### config.mk
export PLATFORM = sky130hd
export DESIGN_NAME = imem_loader_flat
export DESIGN_NICKNAME = d
export VERILOG_FILES = /design/src/rtl/imem_loader_if.sv /design/src/rtl/imem_loader.sv /design/src/flat_wrapper.sv
export SDC_FILE = /design/constraint.sdc
export NUM_CORES = 1
export LEC_CHECK = 0
export CAP_MARGIN = 20
export CORE_AREA = 2 2 99 101
export CTS_BUF_LIST = sky130_fd_sc_hd__clkbuf_4
export DETAILED_ROUTE_END_ITERATION = 10
export DIE_AREA = 0 0 101 103
export PLACE_DENSITY = 0.95
export SYNTH_ARGS = -nofsm -noshare
export SYNTH_HDL_FRONTEND = slang
export SYNTH_SLANG_ARGS = --single-unit
export TNS_END_PERCENT = 100
### constraint.sdc
create_clock -name clk -period 4.09 [get_ports clk]
set_clock_uncertainty 0.15 [all_clocks]
set_input_delay 0.818 -clock clk [delete_from_list [all_inputs] [get_ports clk]]
set_output_delay 0.818 -clock clk [all_outputs]
set_load 0.02 [all_outputs]
### src/rtl/imem_loader_if.sv
// imem_loader_if: byte-stream handshake plus instruction-memory write bus
interface imem_loader_if #(parameter int ADDR_W = 10);
  logic              byte_valid;
  logic              byte_ready;
  logic [7:0]        byte_data;
  logic              mem_we;
  logic [ADDR_W-1:0] mem_addr;
  logic [31:0]       mem_wdata;
  modport master (output byte_valid, byte_data, input byte_ready, mem_we, mem_addr, mem_wdata);
  modport slave  (input byte_valid, byte_data, output byte_ready, mem_we, mem_addr, mem_wdata);
endinterface

### src/rtl/imem_loader.sv
// imem_loader: unpacks a framed, XOR-checked byte stream into 32-bit instruction words
module imem_loader #(
  parameter int ADDR_W = 10,
  parameter int DEPTH  = 1024
) (
  input  logic         clk,
  input  logic         reset,
  input  logic         start,
  imem_loader_if.slave bus,
  output logic         cpu_hold,
  output logic         done,
  output logic         error
);
  typedef enum logic [2:0] {IDLE, LEN_HI, LEN_LO, DATA, CHK, DONE, ERR} state_t;
  localparam logic [16:0] DEPTH_L = 17'(DEPTH);
  state_t            state, nxt;
  logic [15:0]       n, cnt, n_full;
  logic [23:0]       word;
  logic [1:0]        bidx;
  logic [7:0]        chk;
  logic [ADDR_W-1:0] widx, addr_q;
  logic [31:0]       wdata_q;
  logic              we_q, ready, acc, restart;
  always_comb begin
    nxt = state;
    ready = 1'b0;
    n_full = {n[15:8], bus.byte_data};
    case (state)
      IDLE: nxt = start ? LEN_HI : IDLE;
      LEN_HI: begin
        ready = 1'b1;
        nxt = bus.byte_valid ? LEN_LO : LEN_HI;
      end
      LEN_LO: begin
        ready = 1'b1;
        if (bus.byte_valid)
          nxt = ({1'b0, n_full} > DEPTH_L) ? ERR : (n_full == 16'd0) ? CHK : DATA;
      end
      DATA: begin
        ready = 1'b1;
        if (bus.byte_valid && bidx == 2'd3 && cnt == n - 16'd1) nxt = CHK;
      end
      CHK: begin
        ready = 1'b1;
        if (bus.byte_valid) nxt = (bus.byte_data == chk) ? DONE : ERR;
      end
      DONE, ERR: nxt = start ? LEN_HI : state;
      default: nxt = IDLE;
    endcase
  end
  assign acc            = bus.byte_valid & ready;
  assign restart        = start & (state == IDLE || state == DONE || state == ERR);
  assign bus.byte_ready = ready;
  assign bus.mem_we     = we_q;
  assign bus.mem_addr   = addr_q;
  assign bus.mem_wdata  = wdata_q;
  // done/cpu_hold react to start combinationally so the CPU is re-held in the start cycle
  assign done     = (state == DONE) & ~start;
  assign cpu_hold = ~done;
  assign error    = state == ERR;
  always_ff @(posedge clk or negedge reset) begin
    if (!reset) begin
      state   <= IDLE;
      n       <= '0;
      cnt     <= '0;
      word    <= '0;
      bidx    <= '0;
      chk     <= '0;
      widx    <= '0;
      we_q    <= 1'b0;
      addr_q  <= '0;
      wdata_q <= '0;
    end else begin
      state <= nxt;
      we_q  <= 1'b0;
      if (restart) begin
        cnt  <= '0;
        bidx <= '0;
        chk  <= '0;
        widx <= '0;
      end
      if (acc && state == LEN_HI) n[15:8] <= bus.byte_data;
      if (acc && state == LEN_LO) n[7:0] <= bus.byte_data;
      if (acc && state == DATA) begin
        word <= {word[15:0], bus.byte_data};
        chk  <= chk ^ bus.byte_data;
        bidx <= bidx + 2'd1;
        if (bidx == 2'd3) begin
          we_q    <= 1'b1;
          wdata_q <= {word, bus.byte_data};
          addr_q  <= widx;
          widx    <= widx + 1'b1;
          cnt     <= cnt + 16'd1;
        end
      end
    end
  end
endmodule

### src/flat_wrapper.sv
// flat-port wrapper written by rule: the top's interface ports become plain ports
module imem_loader_flat 
#(
  parameter int ADDR_W = 10,
  parameter int DEPTH  = 1024
)
  (clk, reset, start, cpu_hold, done, error, bus_byte_valid, bus_byte_data, bus_byte_ready, bus_mem_we, bus_mem_addr, bus_mem_wdata);
  imem_loader_if #(.ADDR_W(ADDR_W)) bus_i ();
  input  logic clk;
  input  logic reset;
  input  logic start;
  output logic cpu_hold;
  output logic done;
  output logic error;
  input wire logic [$bits(bus_i.byte_valid)-1:0] bus_byte_valid;
  input wire logic [$bits(bus_i.byte_data)-1:0] bus_byte_data;
  output wire logic [$bits(bus_i.byte_ready)-1:0] bus_byte_ready;
  output wire logic [$bits(bus_i.mem_we)-1:0] bus_mem_we;
  output wire logic [$bits(bus_i.mem_addr)-1:0] bus_mem_addr;
  output wire logic [$bits(bus_i.mem_wdata)-1:0] bus_mem_wdata;
  assign bus_i.byte_valid = bus_byte_valid;
  assign bus_i.byte_data = bus_byte_data;
  assign bus_byte_ready = bus_i.byte_ready;
  assign bus_mem_we = bus_i.mem_we;
  assign bus_mem_addr = bus_i.mem_addr;
  assign bus_mem_wdata = bus_i.mem_wdata;
  imem_loader #(.ADDR_W(ADDR_W), .DEPTH(DEPTH)) u_core (.clk(clk), .reset(reset), .start(start), .bus(bus_i), .cpu_hold(cpu_hold), .done(done), .error(error));
endmodule
## After elaboration in Yosys (flattened, before gate mapping)

Index checks and enable logic that the tools add are counted.

- Register bits: 122
- Logic and storage cells: 72
- Bits of input ports: 12

- Bitwise logic cells: 6
- Reduce and logical (&&, ||, !) cells: 14
- $add $sub $neg: 4
- Muxes and demuxes: 23
- Equality and inequality tests: 13
- Magnitude comparators: 1

Operators with widths:

| operator | count |
|---|---|
| $mux 16 | 3 |
| $mux 10 | 3 |
| $mux 3 | 6 |
| $pmux 3 s6 | 1 |
| $add 16x1->16 const B | 1 |
| $eq 16x16->1 | 1 |
| $gt 16x11->1 const B | 1 |
| $logic_not 16->1 | 1 |
| $mux 8 | 2 |
| $sub 16x1->16 const B | 1 |
| $add 10x1->10 const B | 1 |
| $eq 3x3->1 const B | 3 |
| $eq 8x8->1 | 1 |
| $mux 2 | 4 |
| $xor 8x8->8 | 1 |
| $eq 3x2->1 const B | 2 |
| $ne 2x2->1 const B | 3 |
| $logic_and 1x1->1 | 5 |
| $mux 1 | 4 |
| $reduce_and 4->1 | 1 |
| $reduce_or 4->1 | 1 |
| $and 1x1->1 | 3 |
| $eq 3x1->1 const B | 1 |
| $logic_not 3->1 | 1 |
| other kinds (8) | 10 |

## Logic depth before layout (Yosys ltp)

Gate-level depths: netlist of the first run.

- Depth after elaboration: 7
- Depth in mapped cells: 9

## Least setup slack after synthesis of the first run

No wires, ideal clock.

- Path type: input port to output port
- From: input start
- To: output done
- Path slack: 1.627 ns
- Arrival: 1.495 ns
- Buffers on the path: 0
- Stages on the path: 3
- Path through: nor3b_1 nand2_1 inv_1

- Longest elaborated chain between the ends: 2

Ends and longest elaborated chain:

| element | RTL line | source |
|---|---|---|
| start: declaration | flat_wrapper.sv:11 | `input logic start;` |
| $not 1->1 | imem_loader.sv:58 | `assign done = (state == DONE) & ~start;` |
| $and 1x1->1 | imem_loader.sv:58 |  |
| end: declaration | flat_wrapper.sv:13 | `output logic done;` |

No other way between the ends.

## Worst setup path in the final report of the first run

Ends and elaborated chain as after synthesis.

==> flow_metrics.env, run 1 <==
export IMPL_h_tree_depth=4
export IMPL_clkLatencyLatePin_ns=0.53
export IMPL_yosysUniqueCellTypes=53
export IMPL_seqCellArea_sq_mm=0.00305
export IMPL_cts_sinks=122
export IMPL_routed_wl_met2_um=6790
export IMPL_ios=59
export IMPL_dr_first_iter_drc_count=286
export IMPL_start_util=0.612
export IMPL_finalCritPeriodShare=0.863
export IMPL_core_sq_mm=0.00946
export IMPL_slowest_delay_ns=0.62
export IMPL_fin_nets=711
export IMPL_grt_first_pass_wirelength_um=23200
export IMPL_clock_path_buffers=2
export IMPL_vias=4888
export IMPL_wl_um=13600
export IMPL_irDropWorstVdd_mv=0.408
export IMPL_outcome="completed"
export IMPL_cts_tree="done"
export IMPL_numCtsBuffers=17
export IMPL_areaGrowthSynthToFinish_pct=16.6
export IMPL_routed_via_density=5.95
export IMPL_drc=0
export IMPL_fin_setup_tns_ns=0
export IMPL_wl_per_cell_um=16.6
export IMPL_clk_pin_slew_ns=0.12
export IMPL_route_met3_wl_um=705
export IMPL_io_buffers=58
export IMPL_syn_area_sq_mm=0.00579
export IMPL_syn_inst=641
export IMPL_diodes=0
export IMPL_grtUsageTotal=0.286
export IMPL_cts_resized=0
export IMPL_hold_buffers=0
export IMPL_synth_flop_cell="dfrtp_1"
export IMPL_cp_start_kind="input pin"
export IMPL_cap_violations=0
export IMPL_worst_pin_slew_ns=0.881
export IMPL_required_ns=3.12
export IMPL_fillCellCount=695
export IMPL_path_class="input pin to output pin"
export IMPL_ys_top_cells_by_count="nand2_1 (229), dfrtp_1 (122), clkbuf_1 (27)"
export IMPL_synth_seq_cells=122
export IMPL_gp_congestion=0.941
export IMPL_top_layer_used="met4"
export IMPL_antenna_found_initial=0
export IMPL_die_w_um=101
export IMPL_wl_met1_um=5870
export IMPL_arrival_ns=2.56
export IMPL_fp_dieH_um=103
export IMPL_post_cts_buffers=0
export IMPL_drtAntennaViolNets=0
export IMPL_multiInputGateArea_sq_mm=0.00259
export IMPL_cpMaxStageDelayCell="clkdlybuf4s50_1"
export IMPL_max_freq_mhz=283
export IMPL_crit_family="buffers and inverters"
export IMPL_grt_pass1_vias=4822
export IMPL_cts_root_buf="clkbuf_4"
export IMPL_p_leak_uw=0.00316
export IMPL_path_cells="clkdlybuf4s50_1 > nor3b_1 > nand2_1 > inv_1 > clkdlybuf4s50_1"
export IMPL_rsz0062_at_grt="no"
export IMPL_synthTopCellsByArea="dfrtp_1 (53%), nand2_1 (15%), xnor2_1 (3.6%)"
export IMPL_ys_warnings_count=0
export IMPL_drv_slew=0
export IMPL_num_rows=36
export IMPL_synth_edff_count=0
export IMPL_layout_drive_gt1_share=0.0891
export IMPL_cp_max_fo=7
export IMPL_ys_seq_area_frac=0.527
export IMPL_crit_path_end_kind="output pin"
export IMPL_hp_class="input pin to async pin"
export IMPL_setup_viol=0
export IMPL_hold_violations=0
export IMPL_yosysTopAreaCell="dfrtp_1"
export IMPL_die_area_sq_mm=0.0104
export IMPL_avgSynthCellArea_sq_um=9.03
export IMPL_path_common_cell="clkdlybuf4s50_1"
export IMPL_fin_crit_ns=3.53
export IMPL_cp_num_buf_inv=3
export IMPL_synth_fp_nets=657
export IMPL_grt_overflow_total=0
export IMPL_ys_async_sr_fraction=1.00
export IMPL_detailed_place_hpwl_um=9260
export IMPL_grt_max_degree=70
export IMPL_p_per_area_mw_per_mm2=603
export IMPL_synth_top_area_frac=0.527
export IMPL_synthMostInstantiatedCell="nand2_1"
export IMPL_drtPass1Iterations=5
export IMPL_total_power_uw=4070
export IMPL_slew_headroom=0.413
sequential cells by signal, summed over array words and instances, names as in the netlist:
name and flops:
u_core.bidx 2, u_core.bus.mem_addr 10, u_core.bus.mem_wdata 32, u_core.bus.mem_we 1, u_core.chk 8, u_core.cnt 16
u_core.n 16, u_core.state 3, u_core.widx 10, u_core.word 24
kinds of logic (layout without fill, tap and decap cells):
| family | after synthesis | in the layout | share of synthesized area |
|---|---|---|---|
| AO/OA/AOI/OAI | 87 | 87 | 0.0906 |
| AND/OR/NAND/NOR | 332 | 332 | 0.254 |
| adder cells (fa/ha/maj) | 4 | 4 | 0.00865 |
| XOR/XNOR | 35 | 35 | 0.0530 |
| flip-flops | 122 | 122 | 0.527 |
| buffers and inverters | 39 | 105 | 0.0257 |
| multiplexers | 22 | 22 | 0.0411 |
cells in the final DEF (no fill, tap or decap), drive strengths merged, types with 2 or more instances in the layout:
master         count
and3               4
inv               15
nor4               9
o31a               2
nor2b              2
a2111oi            2
nand4             10
dfrtp            122
nand2            229
clkinvlp           4
xor2              11
a221oi             2
nand3             18
o311ai             2
nor3               8
a31oi              4
o21ai             42
buf                8
o31ai              7
nor3b              3
clkdlybuf4s50     57
clkinv             2
nor2              26
nand2b             8
xnor2             24
o21a               3
clkbuf            17
or3                3
mux2i              8
nand3b             2
bufinv             2
or4                3
o211ai             4
a21oi             13
mux2              14
ha                 4
worst register-to-register path, cell delays in order (launching register included):
cell and delay, ns:
dfrtp_1 0.68, nor2b_1 0.37, o21a_1 0.20, o21a_1 0.51, nor2_1 0.32, o21ai_1 0.22
o21ai_1 0.08
cell type report:
cell class	instances	area share
Sequential cell	122	0.452
Multi-Input combinational cell	480	0.383
Inverter	9	0.00501
Clock inverter	14	0.0239
Clock buffer	17	0.0189
Timing Repair Buffer	65	0.0953
Tap cell	114	0.0211
path summary, 6_finish.rpt:
check                                       startpoint                                    to  slack, ns  cells past startpoint
setup / recovery                                 start                                  done       0.56                      5
hold / removal                                   reset  u_core.bus.mem_wdata[21]$_DFFE_PN0P_       0.25                      1
setup reg to reg           u_core.state[1]$_DFFE_PN0P_             u_core.chk[2]$_DFFE_PN0P_       1.47                      6
hold reg to reg            u_core.word[16]$_DFFE_PN0P_  u_core.bus.mem_wdata[24]$_DFFE_PN0P_       0.33                      2
max in group asynchronous                        reset               u_core.cnt[5]$_DFF_PN0_       2.73                      2
min in group clk           u_core.word[16]$_DFFE_PN0P_  u_core.bus.mem_wdata[24]$_DFFE_PN0P_       0.33                      2
power breakdown:
| part | leakage (uW) | switching, uW | internal (uW) | total [uW] |
|---|---|---|---|---|
| sequential | 0.00156 | 334 | 1520 | 1850 |
| clock | 0.000145 | 495 | 374 | 869 |
| combinational | 0.00145 | 722 | 623 | 1340 |
routing by layer:
| layer | global-route usage | up-vias |
|---|---|---|
| met5 | 0 | - |
| met4 | 0.111 | 0 |
| met3 | 0.0617 | 23 |
| met2 | 0.463 | 164 |
| met1 | 0.381 | 2430 |
| li1 | - | 2271 |
metrics by stage:
step / worst slack (ns) / cell area, sq um / instances / hold slack, ns / utilization
detailed placement: 0.583 / 6460 / 790 / 0.310 / 0.683
finish: 0.561 / 6750 / 821 / 0.250 / 0.713
global route: 0.446 / 6750 / 821 / 0.284 / 0.713
floorplan: 1.63 / 5790 / 641 / 0.289 / -
CTS: 0.574 / 6750 / 821 / 0.246 / 0.713
global placement: 0.698 / 6460 / 790 / 0.302 / 0.683
No activity file was read; power rests on OpenSTA's default activity.
==> run 2, diff against run 1 <==
CAP_MARGIN = default   (was 20)
CORE_AREA = 2 2 101 103   (was 2 2 99 101)
CTS_BUF_LIST = sky130_fd_sc_hd__clkbuf_16   (was sky130_fd_sc_hd__clkbuf_4)
DIE_AREA = 0 0 103 105   (was 0 0 101 103)
MAX_ROUTING_LAYER = met4   (was default)
PLACE_DENSITY = 0.92   (was 0.95)
==> run 2 against run 1 <==
  * Fmax increased by 1.4%
  * Die area increased by 4.0%
  * Critical path depth unchanged
==> flow_metrics.env, run 2 (same netlist as run 1, synthesis figures left out) <==
export IMPL_grt_first_pass_wirelength_um=24500
export IMPL_hold_worst_slack_ns=0.302
export IMPL_gp_congestion=0.928
export IMPL_grt_pass1_vias=5033
export IMPL_numCtsBuffers=17
export IMPL_path_cells="clkdlybuf4s50_1 > nor3b_1 > nand2_1 > inv_1 > clkdlybuf4s50_1"
export IMPL_die_w_um=103
export IMPL_drtPass1Iterations=5
export IMPL_combPwrFrac=0.293
export IMPL_cpMaxStageDelayCell="clkdlybuf4s50_1"
export IMPL_slowest_delay_ns=0.61
export IMPL_hold_buffers=0
export IMPL_worst_pin_slew_ns=0.794
export IMPL_wl_per_cell_um=17.4
export IMPL_p_leak_uw=0.00328
export IMPL_setup_viol=0
export IMPL_clk_pin_slew_ns=0.06
export IMPL_crit_family="buffers and inverters"
export IMPL_drtAntennaViolNets=0
export IMPL_detailed_place_hpwl_um=9450
export IMPL_fp_dieH_um=105
export IMPL_start_util=0.600
export IMPL_cts_tree="done"
export IMPL_cp_num_buf_inv=3
export IMPL_cp_depth=5
export IMPL_required_ns=3.12
export IMPL_cp_start_kind="input pin"
export IMPL_cap_violations=0
export IMPL_crit_path_end_kind="output pin"
export IMPL_areaGrowthSynthToFinish_pct=21.6
export IMPL_arrival_ns=2.51
export IMPL_outcome="completed"
export IMPL_diodes=0
export IMPL_drv_slew=0
export IMPL_wl_um=14600
export IMPL_core_sq_mm=0.00964
export IMPL_path_common_cell="clkdlybuf4s50_1"
export IMPL_dr_first_iter_drc_count=422
export IMPL_pwr_share_seq=0.404
export IMPL_cts_sinks=122
export IMPL_grt_overflow_total=0
export IMPL_die_area_sq_mm=0.0108
export IMPL_ios=59
export IMPL_fin_nets=711
export IMPL_p_clk_frac=0.303
export IMPL_cts_root_buf="clkbuf_16"
export IMPL_fin_crit_ns=3.48
export IMPL_cts_resized=0
export IMPL_rsz0062_at_grt="no"
export IMPL_p_per_area_mw_per_mm2=662
export IMPL_finalCritPeriodShare=0.850
export IMPL_hold_violations=0
export IMPL_irDropWorstVdd_mv=0.501
export IMPL_fin_setup_tns_ns=0
export IMPL_vias=5020
export IMPL_hp_class="input pin to async pin"
export IMPL_total_power_uw=4660
export IMPL_max_freq_mhz=288
export IMPL_reg2regPathDepth=8
export IMPL_switching_power_uw=1710
export IMPL_largest_register_ffs=32
export IMPL_antenna_found_initial=0
export IMPL_clock_path_buffers=2
export IMPL_layout_drive_gt1_share=0.0904
export IMPL_clkLatencyLatePin_ns=0.43
export IMPL_p_int_uw=2940
export IMPL_routed_via_density=5.97
export IMPL_p_sw_frac=0.368
export IMPL_cp_max_fo=7
export IMPL_final_common_cell="nand2_1"
export IMPL_drc=0
export IMPL_path_class="input pin to output pin"
export IMPL_num_rows=36
export IMPL_post_cts_buffers=0
export IMPL_h_tree_depth=4
export IMPL_grtUsageTotal=0.299
export IMPL_io_buffers=58
export IMPL_final_cell_mix="nand2_1 (229), dfrtp_1 (122), clkdlybuf4s50_1 (57)"
export IMPL_grt_max_degree=64
export IMPL_fillCellCount=660
export IMPL_slew_headroom=0.470
[run 2: cell types whose count changed in the layout (fill, tap and decap cells not counted)]
cell and change:
bufinv_16 -2, clkbuf_4 -17, clkbuf_16 +17, inv_6 +4, clkinvlp_4 -1
[run 2: final cells by class]
type	instances	area (sq um)	area share
timing repair buffer	65	643	0.0914
clock buffer	17	425	0.0605
multi-input combinational	480	2590	0.368
tap	133	166	0.0236
clock inverter	15	129	0.0183
sequential	122	3050	0.434
inverter	9	33.8	0.00480
[run 2: path summary, 6_finish.rpt]
check                                                    from  slack (ns)                             endpoint
min reg2reg                u_core.bus.mem_addr[7]$_DFFE_PN0P_        0.32   u_core.bus.mem_addr[7]$_DFFE_PN0P_
min in group clk           u_core.bus.mem_addr[7]$_DFFE_PN0P_        0.32   u_core.bus.mem_addr[7]$_DFFE_PN0P_
max                                                     start        0.61                                 done
max in group asynchronous                               reset        2.68             u_core.cnt[10]$_DFF_PN0_
min                                                     reset        0.30  u_core.bus.mem_wdata[4]$_DFFE_PN0P_
max reg2reg                           u_core.n[1]$_DFFE_PN0P_        1.42          u_core.state[1]$_DFFE_PN0P_
[run 2: per-layer routing]
layer / vias up / track usage / wire length, um
met5: - / - / 0
met3: 44 / 0.0502 / 831
met2: 225 / 0.468 / 7410
li1: 2279 / - / -
met4: 0 / 0.119 / 379
met1: 2472 / 0.388 / 6020
[run 2: metrics by stage]
stage | instance area, sq um | instances | setup WS (ns) | util
floorplan | 5790 | 641 | 1.63 | -
global placement | 6480 | 809 | 0.704 | 0.673
detailed placement | 6480 | 809 | 0.604 | 0.673
CTS | 7040 | 841 | 0.595 | 0.730
global route | 7040 | 841 | 0.501 | 0.730
finish | 7040 | 841 | 0.612 | 0.730
[run 2: power groups by stage]
stage | Clock, uW | Sequential, uW | Combinational, uW
2_1_floorplan | 0 | 1950 | 672
3_3_place_gp | 0 | 1850 | 1280
3_5_place_dp | 0 | 1870 | 1340
4_1_cts | 1410 | 1860 | 1370
5_1_grt | 1460 | 1910 | 1490
6_report | 1410 | 1880 | 1360
==> run 3, diff against run 2 <==
PLACE_DENSITY = 0.87   (was 0.92)
==> run 3 against run 2 <==
  * Sequential share of layout area up 0.15 points
  * Core utilization down 0.25 points
  * Critical path depth unchanged
  * Die area unchanged
  * First-iteration DRC count down 23%
  * Largest cell class unchanged
  * Cell area down 0.34%
  * Count of clock-buffer cells in the layout unchanged
  * Highest routed layer unchanged
  * Largest power group unchanged
  * Sequential power about the same
==> flow_metrics.env, run 3 (same netlist as run 1, synthesis figures left out) <==
export IMPL_placed_area_sq_mm=0.00647
export IMPL_numCtsBuffers=17
export IMPL_p_sw_frac=0.349
export IMPL_hold_depth=2
export IMPL_diodes=0
export IMPL_utilization=0.728
export IMPL_dr_first_iter_drc_count=327
export IMPL_worst_pin_slew_ns=1.24
export IMPL_wl_per_cell_um=16.3
export IMPL_reg2regPathDepth=7
export IMPL_core_sq_mm=0.00964
export IMPL_fin_setup_tns_ns=0
export IMPL_combPwrFrac=0.296
export IMPL_cp_max_fo=7
export IMPL_start_util=0.600
export IMPL_clkLatencyLatePin_ns=0.41
export IMPL_fp_dieH_um=105
export IMPL_cts_sinks=122
export IMPL_io_buffers=58
export IMPL_p_clk_frac=0.296
export IMPL_clock_path_buffers=2
export IMPL_drv_slew=0
export IMPL_fin_nets=710
export IMPL_vias=4847
export IMPL_setup_viol=0
export IMPL_rsz0062_at_grt="no"
export IMPL_design_area_sq_mm=0.00701
export IMPL_path_class="input pin to output pin"
export IMPL_arrival_ns=2.50
export IMPL_cp_start_kind="input pin"
export IMPL_drtPass1Iterations=5
export IMPL_hold_worst_slack_ns=0.318
export IMPL_routed_via_density=5.77
export IMPL_die_area_sq_mm=0.0108
export IMPL_grt_overflow_total=0
export IMPL_slew_headroom=0.166
export IMPL_ios=59
export IMPL_multiInputGateArea_sq_mm=0.00259
export IMPL_finalCritPeriodShare=0.849
export IMPL_grt_first_pass_wirelength_um=22900
export IMPL_p_per_area_mw_per_mm2=650
export IMPL_gp_congestion=0.916
export IMPL_hp_class="flip-flop to flip-flop"
export IMPL_post_cts_buffers=0
export IMPL_num_rows=36
export IMPL_drtAntennaViolNets=0
export IMPL_largest_register_ffs=32
export IMPL_fin_crit_ns=3.47
export IMPL_cap_violations=0
export IMPL_hold_violations=0
export IMPL_pwr_share_seq=0.408
export IMPL_dp_slack_ns=0.607
export IMPL_grtUsageTotal=0.280
export IMPL_p_leak_uw=0.00328
export IMPL_outcome="completed"
export IMPL_layout_drive_gt1_share=0.0863
export IMPL_grt_max_degree=123
export IMPL_irDropWorstVdd_mv=0.518
export IMPL_final_common_cell="nand2_1"
export IMPL_detailed_place_hpwl_um=8710
export IMPL_final_cell_mix="nand2_1 (229), dfrtp_1 (122), clkdlybuf4s50_1 (57)"
export IMPL_seqCellArea_sq_mm=0.00305
export IMPL_hold_buffers=0
export IMPL_p_int_uw=2970
export IMPL_fillCellCount=696
export IMPL_rrSetupSlack_ns=1.40
export IMPL_cts_root_buf="clkbuf_16"
export IMPL_drc=0
export IMPL_cts_tree="done"
export IMPL_cts_resized=0
export IMPL_grt_pass1_vias=4588
export IMPL_worst_slack_ns=0.619
export IMPL_areaGrowthSynthToFinish_pct=21.2
export IMPL_wl_um=13700
export IMPL_max_freq_mhz=288
export IMPL_clk_pin_slew_ns=0.05
export IMPL_die_w_um=103
export IMPL_h_tree_depth=4
export IMPL_antenna_found_initial=0
export IMPL_required_ns=3.12
export IMPL_switching_power_uw=1590
export IMPL_crit_path_end_kind="output pin"
## run 3: cell types whose count changed in the layout (fill, tap and decap cells not counted), sizes merged
cell,before,now
buf,8,7
inv,19,11
clkinv,2,9
bufinv,0,1
## run 3: power by group through the flow
| stage | registers [uW] | clock network [uW] | logic (uW) |
|---|---|---|---|
| after floorplan | 1950 | 0 | 672 |
| after global placement | 1840 | 0 | 1290 |
| after detailed placement | 1860 | 0 | 1330 |
| after CTS | 1850 | 1370 | 1360 |
| after global routing | 1900 | 1410 | 1470 |
| final | 1860 | 1350 | 1350 |
## run 3: path summary, 6_finish.rpt
| kind | start | endpoint |
|---|---|---|
| max | start | done |
| min reg2reg | u_core.bus.mem_addr[7]$_DFFE_PN0P_ | u_core.bus.mem_addr[7]$_DFFE_PN0P_ |
| min | u_core.bus.mem_addr[7]$_DFFE_PN0P_ | u_core.bus.mem_addr[7]$_DFFE_PN0P_ |
| max in group asynchronous | reset | u_core.state[0]$_DFFE_PN0P_ |
| min in group asynchronous | reset | u_core.bus.mem_wdata[9]$_DFFE_PN0P_ |
| max reg2reg | u_core.state[1]$_DFFE_PN0P_ | u_core.cnt[15]$_DFF_PN0_ |
## run 3: final cells by class
type                    instances  area share
flip-flops and latches        122       0.435
multi-input cells             480       0.369
repair buffers                 64      0.0906
clock buffers                  17      0.0607
well taps                     133      0.0237
clock inverters                15      0.0161
inverters                       9     0.00482
## run 3: per-layer routing
metal	track usage	vias to the layer above	wire length, um
li1	-	2272	-
met5	-	-	0
met3	0.0649	23	806
met1	0.386	2366	5870
met2	0.413	186	6750
met4	0.0921	0	284
## run 3: worst max-delay path, cell delays in order
cell and delay (ns):
clkdlybuf4s50_1 0.53, nor3b_1 0.34, nand2_1 0.13, inv_1 0.09, clkdlybuf4s50_1 0.60
## run 3: through the flow
stage / instances / power, uW
CTS: 840 / 4580
floorplan: 641 / 2620
detailed placement: 808 / 3190
finish: 840 / 4560
global route: 840 / 4790
global placement: 808 / 3130
